$ cat config.mk
export PLATFORM = sky130hd
export DESIGN_NAME = nibble_serial_adder
export DESIGN_NICKNAME = d
export VERILOG_FILES = /design/src/rtl/nibble_serial_adder.sv
export SDC_FILE = /design/constraint.sdc
export NUM_CORES = 1
export LEC_CHECK = 0
export BUFFER_PORTS_ARGS = -buffer_cell sky130_fd_sc_hd__buf_2
export CORE_MARGIN = 10
export CORE_UTILIZATION = 40
export DETAILED_ROUTE_END_ITERATION = 8
export GPL_TIMING_DRIVEN = 1
export RECOVER_POWER = 100
export SYNTH_ARGS = -nofsm -noshare
export SYNTH_HDL_FRONTEND = slang
export SYNTH_SLANG_ARGS = --single-unit
$ cat constraint.sdc
create_clock -name clock -period 2.2 [get_ports clock]
set_input_delay 0.33 -clock clock [delete_from_list [all_inputs] [get_ports clock]]
set_output_delay 0.33 -clock clock [all_outputs]
set_load 0.02 [all_outputs]
$ cat src/rtl/nibble_serial_adder.sv
// nibble_serial_adder: multi-cycle WIDTH-bit adder built on one 4-bit ripple-carry adder
module RCA_four_bit (
    input  logic       cin,
    input  logic [3:0] in1,
    input  logic [3:0] in2,
    output logic       cout,
    output logic [3:0] sum
);
    logic [4:0] c;
    assign c[0] = cin;
    for (genvar i = 0; i < 4; i++) begin : g_fa
        assign sum[i]   = in1[i] ^ in2[i] ^ c[i];
        assign c[i + 1] = (in1[i] & in2[i]) | (c[i] & (in1[i] ^ in2[i]));
    end
    assign cout = c[4];
endmodule

module nibble_serial_adder #(
    parameter int WIDTH   = 16,
    parameter int NIBBLES = WIDTH / 4
) (
    input  logic             clock,
    input  logic             resetn,
    input  logic             start,
    input  logic [WIDTH-1:0] in1,
    input  logic [WIDTH-1:0] in2,
    input  logic             cin,
    output logic             busy,
    output logic             done,
    output logic [WIDTH-1:0] sum,
    output logic             cout
);
    localparam int CW = (NIBBLES > 1) ? $clog2(NIBBLES) : 1;

    typedef enum logic [1:0] {IDLE, ADD, DONE} state_t;

    state_t           state_q, state_d;
    logic [WIDTH-1:0] a_q, a_d, b_q, b_d;
    logic [WIDTH-1:0] psum_q, psum_d, sum_q, sum_d;
    logic [WIDTH-1:0] psum_shift;
    logic             carry_q, carry_d, cout_q, cout_d;
    logic [CW-1:0]    cnt_q, cnt_d;
    logic [3:0]       rca_sum;
    logic             rca_cout;
    logic             last;

    RCA_four_bit u_rca (
        .cin  (carry_q),
        .in1  (a_q[3:0]),
        .in2  (b_q[3:0]),
        .cout (rca_cout),
        .sum  (rca_sum)
    );

    // New nibble enters the partial sum from the MSB end; after NIBBLES shifts it is aligned.
    assign psum_shift = (psum_q >> 4) | (WIDTH'(rca_sum) << (WIDTH - 4));
    assign last       = cnt_q == CW'(NIBBLES - 1);

    // Next-state and datapath updates; ADD ignores start, IDLE and DONE both accept it.
    always_comb begin
        state_d = state_q;
        a_d     = a_q;
        b_d     = b_q;
        psum_d  = psum_q;
        sum_d   = sum_q;
        carry_d = carry_q;
        cout_d  = cout_q;
        cnt_d   = cnt_q;
        if (state_q == ADD) begin
            a_d     = a_q >> 4;
            b_d     = b_q >> 4;
            psum_d  = psum_shift;
            carry_d = rca_cout;
            cnt_d   = cnt_q + 1'b1;
            if (last) begin
                sum_d   = psum_shift;
                cout_d  = rca_cout;
                state_d = DONE;
            end
        end else begin
            state_d = start ? ADD : IDLE;
            if (start) begin
                a_d     = in1;
                b_d     = in2;
                carry_d = cin;
                cnt_d   = '0;
            end
        end
    end

    // State and datapath registers; reset discards any in-flight addition.
    always_ff @(posedge clock or negedge resetn) begin
        if (!resetn) begin
            state_q <= IDLE;
            a_q     <= '0;
            b_q     <= '0;
            psum_q  <= '0;
            sum_q   <= '0;
            carry_q <= 1'b0;
            cout_q  <= 1'b0;
            cnt_q   <= '0;
        end else begin
            state_q <= state_d;
            a_q     <= a_d;
            b_q     <= b_d;
            psum_q  <= psum_d;
            sum_q   <= sum_d;
            carry_q <= carry_d;
            cout_q  <= cout_d;
            cnt_q   <= cnt_d;
        end
    end

    assign busy = state_q == ADD;
    assign done = state_q == DONE;
    assign sum  = sum_q;
    assign cout = cout_q;
endmodule

==> results.ini <==
[logic_synthesis]
syn_area_um2=3075
synthTopCellsByCount=66 x dfrtp_1, 36 x mux2_2, 34 x mux2_4
syn-num-nets=239
ys_seq_area_share_pct=53.70
synthFlopType=dfrtp_1
yosys.cell_types.count=19
yosys_warnings=0
async_reset_ff_share_pct=100.0
yosysMostFrequentCell=dfrtp_1
synth_area_leaders=dfrtp_1 54%, mux2_4 17%, mux2_2 13%
ys_seq_elements=66
synth_top_area_share_pct=53.70
avgSynthCellArea_um2=15.53
synth_largest_area_cell=dfrtp_1
synth-edff-count=0
synthCells=198

[clock_tree]
cts_tree=done
clock_latency_ps=330
clock-root-buffer=clkbuf_8
clk_pin_slew_worst_paths_ps=80
htree_levels=3
cts_buffers=9
clockBufferDepth=2
clkSinkCount=66

[worst_setup_path]
timing.critical_path.required_ps=2450
crit_type=reg -> reg
path_max_fanout=2
crit_path_end_kind=flip-flop
worstPathArrival_ps=2310
slowest_stage=fa_1
cp-start-kind=flip-flop
max_stage_delay_ps=420
crit_chain=fa_2 -> inv_1 -> fa_1 -> inv_1 -> fa_2 -> inv_2 -> fa_1 -> mux2i_1

[sta]
hold_viol=0
fin_setup_tns_ps=0
worstMarginPinSlew_ps=1303
period_share_pct=93.47
report.final.setup_viol=0
fin_crit_ps=2056
maxSlewViolCount=0
relSlewSlack_pct=13.15
finClkSkew_ps=10.48
max_freq_mhz=486.3
rsz0062_at_grt=no

[floorplan]
fp.dieW_um=107.7
design.core.area_um2=7370
ioPinCount=55
start_util_pct=41.73
die_h_um=107.7
rows=31
dieArea_um2=11600

[drt]
viasPerCell=4.668
drt-total-wl_mm=5.601
wl_per_cell_um=15.39
antenna_left=0
first_pass_iters=2
dr.first_iter.drc_count=46
drc=0
vias=1699

[placement]
place_area_um2=3448
gp_congestion=0.6918
port_buffers=54
dp_hpwl_mm=3.937

[global_route]
grt_usage_pct=10.20
grt_pass1_wl_mm=9.446
gr-total-overflow=0
grt_pass1_vias=1857
antenna_found_initial=1
grt_max_degree=44

[final_layout]
nNetsFinal=301
drive_gt1_share_pct=42.26
synthToLayoutAreaGrowth_pct=15.70
fin_area_um2=3558
antenna_cells=0

[run_status]
status=finished clean

[power]
leakagePower_uw=0.001738
power_uw=5045
power_density_nw_per_um2=1418
vdd_drop_max_uv=624.9

[flow_run]
cap_violations=0

[min_path]
hp-class=in -> reg

## where the power goes
part	total (uW)	switching [uW]	internal, uW
Clock	943	446	497
Combinational	2010	965	1040
Sequential	2090	312	1780
Total	5040	1720	3320
## critical path, delay by kind of cell, from the launching register on
| family | cells | cell delay [ps] |
|---|---|---|
| adders and majority gates | 4 | 1270 |
| DFF | 1 | 410 |
| buffers and inverters | 3 | 180 |
| muxes | 1 | 130 |
## worst paths after layout
check	start	to	slack (ps)	cells past startpoint
setup / recovery	a_q[0]	sum[15]	140	8
hold / removal	in2[14]	b_q[14]	240	3
setup reg to reg	a_q[0]	sum[15]	140	8
hold reg to reg	cnt_q[0]	cnt_q[0]	490	1
max in group asynchronous	resetn	b_q[4]	370	3
min in group asynchronous	resetn	psum_q[12]	810	2
## final cells by class
cell class              count  area [um^2]
fillers                   700         3811
multi-input cells         108         1217
well taps                  99        123.9
flip-flops and latches     66         1652
inverters                  14        52.55
clock buffers              12        165.2
clock inverters             4        25.02
repair buffers             61        322.8
## metrics by stage
step / setup WS, ps / utilization (%) / std cells / hold slack [ps]
finish: 143.6 / 48.29 / 364 / 237.6
CTS: 47.23 / 49.51 / 363 / 222.3
detailed placement: 59.82 / 46.79 / 346 / 354.5
floorplan: 147.2 / - / 198 / 34.41
global placement: 93.29 / 46.79 / 346 / 351.9
global route: 18.14 / 48.29 / 364 / 242.8
## repair_timing
item | in CTS | in global routing
hold buffers | 1 | 0
buffers inserted | 0 | 1
hold endpoints to repair | 23 | 0
gates resized for setup | 0 | 3
endpoints found under the setup margin | 0 | 2
## sequential cells by signal (all words and copies together) (netlist names)
signal	count
a_q	16
b_q	16
sum	16
psum_q	12
cnt_q	2
state_q	2
carry_q	1
cout	1
## layout by cell type, fill, tap and decap left out
cell	instances
dfrtp_1	66
mux2_2	36
buf_2	34
clkbuf_1	21
mux2_1	19
mux2_4	18
mux2i_1	16
inv_1	13
clkbuf_8	12
nor2_1	8
nand2b_1	2
nor2b_1	2
fa_2	2
fa_1	2
clkinvlp_4	2
clkinv_2	2
buf_12	2
inv_2	1
nand3b_1	1
o21a_1	1
ha_1	1
dlygate4sd3_1	1
clkbuf_2	1
buf_6	1
buf_4	1
## routing by layer
layer | routed length (um) | global-route usage [%]
met5 | 11 | 0
met4 | 53 | 2.290
met3 | 424 | 5.090
met2 | 2521 | 15.13
met1 | 2591 | 12.98
## cell families (layout without fill, tap and decap cells)
group,after synthesis,in the layout,share of synthesized area (%)
compound gates,1,1,0.2442
fa+ha+maj,5,5,3.011
buf+inv,24,91,4.922
flops,66,66,53.70
mux,89,89,36.09
simple gates,13,13,2.034
Note: power is estimated with default switching activity, not from simulation.
